==> src/rtl/mem_port_arbiter_pkg.sv <==
// mem_port_arbiter_pkg: arbiter FSM encoding and default memory-port parameters.
package mem_port_arbiter_pkg;
    typedef enum logic [1:0] {IDLE, BUSY, DONE} arb_state_t;
    localparam int ARB_ADDR_W       = 32;
    localparam int ARB_DATA_W       = 32;
    localparam int ARB_MAX_D_STREAK = 4;
    localparam int ARB_TIMEOUT      = 255;
endpackage

==> src/rtl/mem_port_arbiter_watchdog.sv <==
// arb_watchdog: counts BUSY cycles without mem_ready and raises a sticky error on expiry.
module arb_watchdog
    import mem_port_arbiter_pkg::*;
#(
    parameter int TIMEOUT = ARB_TIMEOUT
) (
    input  logic clock,
    input  logic reset,
    input  logic i_busy,
    input  logic i_ready,
    output logic o_timeout,
    output logic o_err
);
    localparam int CW = $clog2(TIMEOUT + 1);
    logic [CW-1:0] r_cnt;
    logic          r_err;
    assign o_timeout = i_busy & ~i_ready & (r_cnt == CW'(TIMEOUT - 1));
    assign o_err     = r_err;
    always_ff @(posedge clock) begin
        if (reset) begin
            r_cnt <= '0;
            r_err <= 1'b0;
        end else begin
            r_cnt <= (i_busy & ~i_ready & ~o_timeout) ? r_cnt + 1'b1 : '0;
            r_err <= r_err | o_timeout;
        end
    end
endmodule

==> src/rtl/mem_port_arbiter.sv <==
// mem_port_arbiter: shares one memory port between fetch and data requesters,
// data-first with a streak limit so a waiting fetch cannot starve.
module mem_port_arbiter
    import mem_port_arbiter_pkg::*;
#(
    parameter int ADDR_W       = ARB_ADDR_W,
    parameter int DATA_W       = ARB_DATA_W,
    parameter int MAX_D_STREAK = ARB_MAX_D_STREAK,
    parameter int TIMEOUT      = ARB_TIMEOUT
) (
    input  logic              clock,
    input  logic              reset,
    input  logic              if_req,
    input  logic [ADDR_W-1:0] if_addr,
    output logic              if_ack,
    output logic [DATA_W-1:0] if_rdata,
    output logic              if_stall,
    input  logic              d_req,
    input  logic              d_we,
    input  logic [ADDR_W-1:0] d_addr,
    input  logic [DATA_W-1:0] d_wdata,
    output logic              d_ack,
    output logic [DATA_W-1:0] d_rdata,
    output logic              d_stall,
    output logic              mem_req,
    output logic              mem_we,
    output logic [ADDR_W-1:0] mem_addr,
    output logic [DATA_W-1:0] mem_wdata,
    input  logic [DATA_W-1:0] mem_rdata,
    input  logic              mem_ready,
    output logic              err
);
    localparam int SW = $clog2(MAX_D_STREAK + 1);
    arb_state_t        r_state, w_next;
    logic              r_gnt_d, r_we;
    logic [ADDR_W-1:0] r_addr;
    logic [DATA_W-1:0] r_wdata, r_if_rdata, r_d_rdata, w_rdata;
    logic [SW-1:0]     r_streak;
    logic              w_any, w_pick_d, w_grant, w_done, w_timeout;

    // Data wins unless it has already taken MAX_D_STREAK grants past a waiting fetch
    assign w_any    = if_req | d_req;
    assign w_pick_d = d_req & ~(if_req & (r_streak == SW'(MAX_D_STREAK)));
    assign w_grant  = (r_state == IDLE) & w_any;
    assign w_done   = (r_state == BUSY) & (mem_ready | w_timeout);
    assign w_rdata  = w_timeout ? '0 : mem_rdata;

    assign mem_req   = (r_state == BUSY);
    assign mem_we    = mem_req & r_we;
    assign mem_addr  = r_addr;
    assign mem_wdata = r_wdata;
    assign if_ack    = (r_state == DONE) & ~r_gnt_d;
    assign d_ack     = (r_state == DONE) & r_gnt_d;
    assign if_rdata  = r_if_rdata;
    assign d_rdata   = r_d_rdata;
    assign if_stall  = if_req & ~if_ack;
    assign d_stall   = d_req & ~d_ack;

    arb_watchdog #(.TIMEOUT(TIMEOUT)) u_watchdog (
        .clock     (clock),
        .reset     (reset),
        .i_busy    (mem_req),
        .i_ready   (mem_ready),
        .o_timeout (w_timeout),
        .o_err     (err)
    );

    always_comb begin
        w_next = r_state;
        case (r_state)
            IDLE:    w_next = w_any ? BUSY : IDLE;
            BUSY:    w_next = (mem_ready | w_timeout) ? DONE : BUSY;
            default: w_next = IDLE;
        endcase
    end

    always_ff @(posedge clock) begin
        if (reset) begin
            r_state    <= IDLE;
            r_gnt_d    <= 1'b0;
            r_we       <= 1'b0;
            r_addr     <= '0;
            r_wdata    <= '0;
            r_streak   <= '0;
            r_if_rdata <= '0;
            r_d_rdata  <= '0;
        end else begin
            r_state <= w_next;
            if (w_grant) begin
                r_gnt_d  <= w_pick_d;
                r_we     <= w_pick_d & d_we;
                r_addr   <= w_pick_d ? d_addr : if_addr;
                r_wdata  <= w_pick_d ? d_wdata : '0;
                r_streak <= (w_pick_d & if_req) ? r_streak + 1'b1 : '0;
            end
            if (w_done & r_gnt_d) r_d_rdata <= w_rdata;
            if (w_done & ~r_gnt_d) r_if_rdata <= w_rdata;
        end
    end
endmodule
==> config.mk <==
export PLATFORM = sky130hd
export DESIGN_NAME = mem_port_arbiter
export DESIGN_NICKNAME = d
export VERILOG_FILES = /design/src/rtl/mem_port_arbiter_pkg.sv /design/src/rtl/mem_port_arbiter_watchdog.sv /design/src/rtl/mem_port_arbiter.sv
export SDC_FILE = /design/constraint.sdc
export NUM_CORES = 1
export LEC_CHECK = 0
export CORE_MARGIN = 2
export CORE_UTILIZATION = 49
export CTS_BUF_LIST = sky130_fd_sc_hd__clkbuf_8
export DETAILED_ROUTE_END_ITERATION = 8
export GPL_ROUTABILITY_DRIVEN = 0
export PLACE_DENSITY = 0.89
export SYNTH_ARGS = -nofsm -noshare
export SYNTH_HDL_FRONTEND = slang
export SYNTH_HIERARCHICAL = 1
export SYNTH_SLANG_ARGS = --single-unit
==> constraint.sdc <==
create_clock -name clock -period 6.89 [get_ports clock]
set_clock_uncertainty 0.1 [all_clocks]
set_input_delay 1.378 -clock clock [delete_from_list [all_inputs] [get_ports clock]]
set_output_delay 1.378 -clock clock [all_outputs]
set_load 0.1 [all_outputs]
==> flow_summary.ini <==
[setup_path]
reg2reg_depth = 10
path_cells = clkdlybuf4s50_1, nor2b_1, clkdlybuf4s50_1
reg2reg_setup_slack_ns = 2.84
crit_top_cell = clkdlybuf4s50_1
arrival_ns = 3.39
crit_path_end_kind = output pin
critPathBufInv = 2
path_max_fanout = 7
startpoint_type = primary input
critPathKind = in2out
slowest_stage = clkdlybuf4s50_1
worstReg2RegEnd = d_rdata[29]$_SDFFE_PP0P_
crit_family = buffers and inverters
slowest_delay_ns = 1.15
rr_startpoint = r_state[1]$_SDFF_PP0_
required_ns = 5.41

[sta]
slew-limit-headroom_pct = 17.9
final_max_slew_viol_count = 0
max_freq_mhz = 205
setup_tns_ns = 0
finalHoldViolations = 0
fin_crit_sh_pct = 70.7
setup_viol = 0
rsz0062_at_grt = false
tightest_slew_ns = 1.23
final.min_clock_period_ns = 4.87

[clocking]
cts_sinks = 144
htreeDepth = 4
cts_setup_buffers = 0
cts_resized = 0
root_buffer = clkbuf_8
cts_tree = yes
clk_pin_slew_ns = 0.07
numCtsBuffers = 17
clock_latency_ns = 0.44
postCtsHoldBufs = 0
clk_path_buf_depth = 2

[yosys]
synth_cells = 773
async_flop_share_pct = 0
synth_ff_type = dfxtp_1
synth_largest_area_cell = dfxtp_1
yosysMostFrequentCell = dfxtp_1
yosys.area_share.xor_xnor_pct = 0.389
synth_cell_types = 38
postSynthAreaPerCell_um2 = 8.75
synth_area_um2 = 6760
synth_compound_area_share_pct = 30.0
synthAdderAreaFrac_pct = 0.740
synth_edf_count = 0
yosysSeqAreaShare_pct = 42.6
yosysWarnings = 6
synth_mux_area_share_pct = 0
synth.top_cell.area_share_pct = 42.6
synthSimpleGateAreaFrac_pct = 18.1
syn_nets = 911
yosys-top-cells-area = dfxtp_1 (43%), a21oi_1 (10%), nand4_1 (9.3%), o31ai_1 (7.3%), a311oi_2 (6.7%)
synthTopCellsByCount = dfxtp_1 (144), a21oi_1 (138), nand4_1 (101)
synth_top_family_by_area = compound AO/OA/AOI/OAI gates
ys_ff_latch = 144

[floorplan]
die_h_um = 121
core_um2 = 13300
die_width_um = 121
die_area_um2 = 14800
ios = 269
initial_utilization_pct = 50.6
rows = 42

[min_path]
min_to = if_rdata[25]$_SDFFE_PP0P_
min_path_cells = 2
hp-start = if_rdata[25]$_SDFFE_PP0P_
hp-class = reg2reg

[status]
status = complete, no violations

[detailed_routing]
drt-wirelength-per-cell_um = 19.1
drtIter0Drc = 835
wirelength_um = 22100
routed_via_density = 6.23
num_vias = 7198
drc = 0
antenna_left = 0
dr.pass1.iters = 5

[placement]
dpl.cell_count = 1126
dpl.hpwl_um = 13800
placed_area_um2 = 9250
port_buffers = 268

[pwr]
pwr_density_cell_nw_per_um2 = 240
peakVddDrop_v = 0.000161
leakage_nw = 3.14

[finish]
design_area_um2 = 9640
nets = 1107
synthToLayoutAreaGrowth_pct = 42.6
diodes = 0
fin_cells = 1156
layout-drive-gt1-share_pct = 8.98

[global_routing]
grt_pass1_vias = 6827
gr-total-overflow = 0
grt_max_degree = 77
antenna_found_initial = 0
grt_pass1_wl_um = 34300
track_usage_pct = 28.9

[flow_run]
maxCapViolCount = 0
[flip-flops by register name (all words and copies together) (netlist names)]
name / flops
d_rdata: 32
if_rdata: 32
mem_addr: 32
mem_wdata: 32
r_gnt_d: 1
r_state: 2
r_streak: 3
r_we: 1
u_watchdog/o_err: 1
u_watchdog/r_cnt: 8
[layout make-up]
cell class,instances,area [µm²]
inverters,8,30.0
clock inverters,10,113
fillers,1008,3710
multi-input cells,518,3350
repair buffers,280,2770
well taps,176,220
clock buffers,20,275
flip-flops and latches,144,2880
[power breakdown]
part / internal (mW) / switching, mW
logic: 0.207 / 0.538
registers: 0.879 / 0.0264
clock network: 0.345 / 0.317
[cell families (layout without fill, tap and decap cells)]
| kind of cell | count (synthesis) | count (layout) |
|---|---|---|
| DFF | 144 | 144 |
| buffers and inverters | 111 | 318 |
| and+or+nand+nor | 202 | 202 |
| xor gates and xnor gates | 3 | 3 |
| AOI/OAI and AO/OA | 309 | 309 |
| adders and majority gates | 4 | 4 |
[worst min-delay path, delay by kind of cell, from the launching register on]
kind / cells / cell delay, ns
flops: 1 / 0.31
compound gates: 2 / 0.12
[metrics by stage]
| stage | utilization [%] | hold WS [ns] | total power, mW | worst slack (ns) |
|---|---|---|---|---|
| after CTS | 72.2 | 0.372 | 2.32 | 2.03 |
| after global routing | 72.2 | 0.383 | 2.39 | 2.00 |
| after detailed placement | 69.3 | 0.360 | 1.66 | 2.04 |
| final | 72.2 | 0.371 | 2.31 | 2.02 |
| after floorplan | - | 0.353 | 1.46 | 1.20 |
| after global placement | 69.3 | 0.354 | 1.66 | 2.10 |
[worst max-delay path by stage]
| stage | depth (start not counted) | slack [ns] | start | end |
|---|---|---|---|---|
| 6_report | 3 | 2.02 | if_req | if_stall |
| 3_3_place_gp | 3 | 2.10 | if_req | if_stall |
| 2_1_floorplan | 4 | 1.20 | r_gnt_d$_SDFFE_PP0P_ | d_stall |
| 5_1_grt | 3 | 2.00 | if_req | if_stall |
| 4_1_cts | 3 | 2.03 | if_req | if_stall |
| 3_5_place_dp | 3 | 2.04 | if_req | if_stall |
[placed cells by master, fill, tap and decap left out, types with 4 or more instances in the layout]
cell type	count
nor2b_1	33
buf_4	13
inv_1	5
ha_1	4
nor2_4	4
clkbuf_8	20
o31ai_1	66
clkinv_2	4
o21ai_0	24
clkdlybuf4s50_1	266
nand3_1	37
dfxtp_1	143
nor2_1	7
nand4_1	101
a311oi_2	30
o21ai_1	46
a21oi_1	138
[routing by layer]
layer  global-route usage, %  vias up  share of wire [%]
met5                       0        -                  0
met4                    12.3        0                2.7
met3                    9.02       46                9.5
met2                    48.3      374                 48
met1                    34.2     3448                 39
li1                        -     3330                  -
(Power assumes the default switching activity.)
